File: src/rtl/alu_mul_seq_if.sv
// Handshake bundle between the execute stage and the sequential multiplier.
// master drives the request (start/op_a/op_b); slave returns ready/valid/product/zero.
interface alu_mul_seq_if #(
  parameter int unsigned WIDTH = 64
);
  logic             start;
  logic [WIDTH-1:0] op_a;
  logic [WIDTH-1:0] op_b;
  logic             ready;
  logic             valid;
  logic [WIDTH-1:0] product;
  logic             zero;

  modport master (
    output start, op_a, op_b,
    input  ready, valid, product, zero
  );

  modport slave (
    input  start, op_a, op_b,
    output ready, valid, product, zero
  );
endinterface

File: src/rtl/alu_mul_seq.sv
// Sequential shift-and-add multiplier built around one alu instance (low 64 bits of op_a*op_b).
// Optional MUL_EARLY_EXIT_EN: finish as soon as the remaining multiplier bits are all zero.
module alu #(
  parameter int unsigned WIDTH = 64
) (
  input  logic [WIDTH-1:0] a,
  input  logic [WIDTH-1:0] b,
  input  logic [3:0]       alu_control,
  output logic [WIDTH-1:0] result,
  output logic             zero
);
  always_comb begin
    result = '0;
    case (alu_control)
      4'b0000: result = a & b;
      4'b0001: result = a | b;
      4'b0010: result = a + b;
      4'b0110: result = a - b;
      4'b0111: result = b;
      default: result = '0;
    endcase
  end

  assign zero = (result == '0);
endmodule

module alu_mul_seq #(
  parameter int unsigned WIDTH = 64
) (
  input logic          clk,
  input logic          reset,
  alu_mul_seq_if.slave bus
);
  localparam logic [1:0] StIdle = 2'd0;
  localparam logic [1:0] StRun  = 2'd1;
  localparam logic [1:0] StDone = 2'd2;

  localparam logic [3:0] AluAdd   = 4'b0010;
  localparam logic [3:0] AluPassB = 4'b0111;

  logic [1:0]       state_q, state_d;
  logic [WIDTH-1:0] acc_q, acc_d;
  logic [WIDTH-1:0] mcand_q, mcand_d;
  logic [WIDTH-1:0] mplier_q, mplier_d;
  logic [5:0]       count_q, count_d;
  logic [WIDTH-1:0] product_q, product_d;
  logic             zero_q, zero_d;

  logic [3:0]       alu_control;
  logic [WIDTH-1:0] alu_result;
  logic             unused_alu_zero;
  logic [WIDTH-1:0] mplier_shr;
  logic             run_last;

  // Add the shifted multiplicand when the current multiplier bit is set, else keep acc.
  assign alu_control = mplier_q[0] ? AluAdd : AluPassB;

  alu #(
    .WIDTH (WIDTH)
  ) u_alu (
    .a           (mcand_q),
    .b           (acc_q),
    .alu_control (alu_control),
    .result      (alu_result),
    .zero        (unused_alu_zero)
  );

  assign mplier_shr = mplier_q >> 1;

`ifdef MUL_EARLY_EXIT_EN
  assign run_last = (count_q == 6'd63) || (mplier_shr == '0);
`else
  assign run_last = (count_q == 6'd63);
`endif

  always_comb begin
    state_d   = state_q;
    acc_d     = acc_q;
    mcand_d   = mcand_q;
    mplier_d  = mplier_q;
    count_d   = count_q;
    product_d = product_q;
    zero_d    = zero_q;
    case (state_q)
      StIdle: begin
        if (bus.start) begin
          acc_d    = '0;
          mcand_d  = bus.op_a;
          mplier_d = bus.op_b;
          count_d  = '0;
          state_d  = StRun;
        end
      end
      StRun: begin
        acc_d    = alu_result;
        mcand_d  = mcand_q << 1;
        mplier_d = mplier_shr;
        count_d  = count_q + 6'd1;
        if (run_last) begin
          state_d   = StDone;
          product_d = alu_result;
          zero_d    = (alu_result == '0);
        end
      end
      StDone: begin
        state_d = StIdle;
      end
      default: begin
        state_d = StIdle;
      end
    endcase
  end

  always_ff @(posedge clk) begin
    if (!reset) begin
      state_q   <= StIdle;
      acc_q     <= '0;
      mcand_q   <= '0;
      mplier_q  <= '0;
      count_q   <= '0;
      product_q <= '0;
      zero_q    <= 1'b1;
    end else begin
      state_q   <= state_d;
      acc_q     <= acc_d;
      mcand_q   <= mcand_d;
      mplier_q  <= mplier_d;
      count_q   <= count_d;
      product_q <= product_d;
      zero_q    <= zero_d;
    end
  end

  assign bus.ready   = (state_q == StIdle);
  assign bus.valid   = (state_q == StDone);
  assign bus.product = product_q;
  assign bus.zero    = zero_q;
endmodule

File: src/flat_wrapper.sv
// flat-port wrapper written by rule: the top's interface ports become plain ports
module alu_mul_seq_flat 
#(
  parameter int unsigned WIDTH = 64
)
  (clk, reset, bus_start, bus_op_a, bus_op_b, bus_ready, bus_valid, bus_product, bus_zero);
  alu_mul_seq_if #(.WIDTH(WIDTH)) bus_i ();
  input logic clk;
  input logic reset;
  input wire logic [$bits(bus_i.start)-1:0] bus_start;
  input wire logic [$bits(bus_i.op_a)-1:0] bus_op_a;
  input wire logic [$bits(bus_i.op_b)-1:0] bus_op_b;
  output wire logic [$bits(bus_i.ready)-1:0] bus_ready;
  output wire logic [$bits(bus_i.valid)-1:0] bus_valid;
  output wire logic [$bits(bus_i.product)-1:0] bus_product;
  output wire logic [$bits(bus_i.zero)-1:0] bus_zero;
  assign bus_i.start = bus_start;
  assign bus_i.op_a = bus_op_a;
  assign bus_i.op_b = bus_op_b;
  assign bus_ready = bus_i.ready;
  assign bus_valid = bus_i.valid;
  assign bus_product = bus_i.product;
  assign bus_zero = bus_i.zero;
  alu_mul_seq #(.WIDTH(WIDTH)) u_core (.clk(clk), .reset(reset), .bus(bus_i));
endmodule
File: config.mk
export PLATFORM = sky130hd
export DESIGN_NAME = alu_mul_seq_flat
export DESIGN_NICKNAME = d
export VERILOG_FILES = /design/src/rtl/alu_mul_seq_if.sv /design/src/rtl/alu_mul_seq.sv /design/src/flat_wrapper.sv
export SDC_FILE = /design/constraint.sdc
export NUM_CORES = 1
export LEC_CHECK = 0
export ABC_CLOCK_PERIOD_IN_PS = 12200
export CELL_PAD_IN_SITES_DETAIL_PLACEMENT = 1
export CELL_PAD_IN_SITES_GLOBAL_PLACEMENT = 2
export CORE_UTILIZATION = 37
export CTS_BUF_LIST = sky130_fd_sc_hd__clkbuf_8
export CTS_CLUSTER_DIAMETER = 60
export DETAILED_ROUTE_END_ITERATION = 10
export GPL_TIMING_DRIVEN = 0
export MAX_ROUTING_LAYER = met4
export PLACE_DENSITY_LB_ADDON = 0.1
export RECOVER_POWER = 100
export SLEW_MARGIN = 40
export SYNTH_ARGS = -nofsm -noshare
export SYNTH_HDL_FRONTEND = slang
export SYNTH_SLANG_ARGS = --single-unit
File: constraint.sdc
create_clock -name clk -period 12.2 [get_ports clk]
set_clock_uncertainty 0.2 [all_clocks]
set_input_delay 3.05 -clock clk [delete_from_list [all_inputs] [get_ports clk]]
set_output_delay 3.05 -clock clk [all_outputs]
set_load 0.03 [all_outputs]
==> metrics.md <==
| Metric | Value |
|---|---|
| WS Path Type | reg -> reg |
| Vias | 17280 |
| Post-synth ARST share | 0 |
| DRC viols | 0 |
| Relative slew slack | 0.2176 |
| # IOs | 198 |
| Core area | approximately 44000 um2 |
| CTS tree | yes |
| Full die area | about 46000 um2 |
| Crit-path max FO | 6 |
| GRT met3 Usage | 0.03092 |
| Chip height | between 200 and 250 um |
| Pleak | 0.008232 uW |
| Flops & latches, synth | ~270 |
| Gr busiest metal | met2 |
| Slew Limit Fails | 0 |
| Post-DP HPWL | between 50000 and 60000 um |
| Worst EP arrival | 8.95 ns |
| Post-CTS Setup Inserts | 0 |
| Clk buf depth | 3 |
| Syn_area_per_cell | 7.837 um2 |
| Tot Pwr | between 5000 and 6000 uW |
| Internal | 2710 uW |
| Power Density | ~270 nW/um2 |
| Required time of the critical path | 12.58 ns |
| Mapped Nets | 2320 |
| Fmax | 116.7 MHz |
| Clock power share | 0.173 |
| Post-Route WL | 68750 um |
| Switching share of power | 0.5146 |
| WL/cell | approximately 23 um |
| Worst Hold Class | reg -> reg |
| Comb power frac | 0.647 |
| Vias per cell | 5.755 |
| M2 GR Usage | 0.4670 |
| Share of the synthesized area in the top cell type | 0.3189 |
| Final Wtd Congestion | 0.9658 |
| Clock Sinks | 265 |
| Post-CTS sizing | 0 |
| Setup TNS | 0 ns |
| WHS Path Cells | 2 |
| Sequential share of power | 0.181 |
| Global-route wire length before repair | 105200 um |
| Setup crit end kind | register |
| Remaining Overflow, GRT | 0 |
| Count of input and output buffers | between 150 and 200 |
| # setup viols final | 0 |
| Layout cell share with drive strength beyond 1 | 0.09385 |
| Total iterations of the first detailed-routing run | 5 |
| Crit path time final | 8.573 ns |
| H-tree depth | 2 |
| Critical Path Source Type | register |
| Horiz. Die Dim | between 200 and 250 um |
| Post-synth EDFFs | 0 |
| Initial antenna violation count | 4 |
| Synth cell types | 72 |
| Commonest cells post-synth | nor2_1, dfxtp_1, nand2_1 |
| Unrepaired setup endpoints after global routing | no |
| Ranking of synthesized cells by area | dfxtp_1, o221a_2, nor2_1 |
| Fin crit share | 0.7027 |
| R2R depth | 23 |
| Number of global-route vias before repair | around 17000 |
| Peak VDD IR | around 0.00012 V |
| Post-Syn Area | 16640 um2 |
| Status | finished, final reports clean |
| Yosys Warn Count | 0 |
| Psw | between 2000 and 3000 uW |
| Gr usage total | 0.3032 |
| Largest net degree at the start of global routing | 16 |
| Max-cap violations | 0 |
| Final hold vios | 0 |
| Most common cell in the netlist | nor2_1 |
| # rows | 77 |
| Yosys top cell by area | dfxtp_1 |
| Post-route ant nets | 0 |
| CTS clock-pin slew for the worst setup and hold paths | 0.06 ns |
| TritonCTS buffer count | 50 |
| Met1 GRT Util | 0.4110 |
| Worst-margin pin slew | 1.167 ns |
| CTS root buf | clkbuf_8 |
| CTS Hold Buffers Added | 0 |
| Initial DRC count | 1010 |
| Area delta synth->final | 22.88% |
| Seq/Total Area, Yosys | 0.3189 |
| Synth Flop Type | dfxtp_1 |
| Mapped Cells | ~2100 |
| Nets@finish | ~2600 |
| Initial core utilization | 0.3754 |
| Worst-Skew Late Latency | about 0.7 ns |
==> kinds of logic after synthesis <==
kind of cell | after synthesis | synth area share
and+or+nand+nor | 802 | 0.2292
adders and majority gates | 66 | 0.05009
DFF | 265 | 0.3189
buffers and inverters | 189 | 0.04377
AOI/OAI and AO/OA | 657 | 0.2785
muxes | 43 | 0.02640
xor gates and xnor gates | 101 | 0.05317
==> layout by cell type (no fill, tap or decap), types with 29 or more instances in the layout <==
cell,instances
mux2i_1,36
clkbuf_1,147
dlygate4sd3_1,68
inv_1,41
dfxtp_1,265
o221a_2,111
o21ai_0,129
a211oi_1,60
xor2_1,49
nand4_1,29
clkbuf_8,60
a21oi_1,193
nand2_1,194
xnor2_1,52
nor2_1,289
ha_1,65
nor2b_1,118
nor3_1,44
clkdlybuf4s50_1,129
==> state kept, by name, summed over array words and instances, names as in the netlist <==
name	flops
u_core.state_q	2
u_core.bus.product	64
u_core.mplier_q	64
u_core.count_q	6
u_core.acc_q	64
u_core.bus.zero	1
u_core.mcand_q	64
==> power groups by stage <==
stage | Sequential, uW | Combinational [uW] | Clock, uW
after floorplan | 997 | 2480 | 0
after global placement | 1020 | 3500 | 0
after detailed placement | 1030 | 3550 | 0
after CTS | 1010 | 3570 | 984
after global routing | 1020 | 3930 | 1020
final | 1010 | 3610 | 964
==> path summary, 6_finish.rpt <==
check	from	endpoint	slack, ns
min	u_core.mplier_q[16]	u_core.mplier_q[15]	0.26
min reg2reg	u_core.mplier_q[16]	u_core.mplier_q[15]	0.26
max reg2reg	u_core.acc_q[0]	u_core.bus.zero	3.63
max	u_core.acc_q[0]	u_core.bus.zero	3.63
==> metrics by stage <==
stage / hold slack, ns / std cells / setup WS [ns] / util / instance area, um2
after CTS: 0.2652 / 2999 / 4.457 / 0.4618 / 20470
after floorplan: 0.2255 / 2123 / 6.237 / - / 16640
final: 0.2645 / 3003 / 3.627 / 0.4613 / 20440
after global placement: 0.2365 / 2912 / 4.044 / 0.4366 / 19350
after detailed placement: 0.2512 / 2912 / 4.527 / 0.4376 / 19390
after global routing: 0.2932 / 3003 / 3.205 / 0.4613 / 20440
==> layout make-up <==
type                            instances  area (um2)
Buffer                                162       638.1
Fill cell                            5510       23870
Timing Repair Buffer                  198        1976
Tap cell                              592       740.7
Inverter                               27       101.3
Clock inverter                         27       247.7
Multi-Input combinational cell       1669       10600
Sequential cell                       265        5305
Antenna cell                            3       7.507
Clock buffer                           60       825.8
==> worst max-delay path, stage by stage, from the launching register on <==
cell       delay (ns)
dfxtp_1          0.37
inv_1            0.09
ha_1             0.18
nor3b_1          0.36
nand2_1          0.12
or2_0            0.30
or3_1            0.37
clkbuf_1         0.20
or4_1            0.63
nor3_1           0.81
nand2b_1         0.16
xnor2_1          0.17
ha_1             0.39
and3_1           0.28
nand2_1          0.09
a2111oi_0        0.50
a211oi_1         0.31
o21ai_0          0.68
a21oi_1          0.27
o31ai_1          0.84
a311oi_1         0.21
a221oi_1         0.56
nand4b_1         0.19
o21ai_0          0.22
==> layer usage <==
layer | part of all wire | up-vias
met5 | 0 | -
met4 | 0.033 | 0
met3 | 0.041 | 115
met2 | 0.44 | 401
met1 | 0.48 | 8542
li1 | - | 8223
No activity file was read; power rests on OpenSTA's default activity.
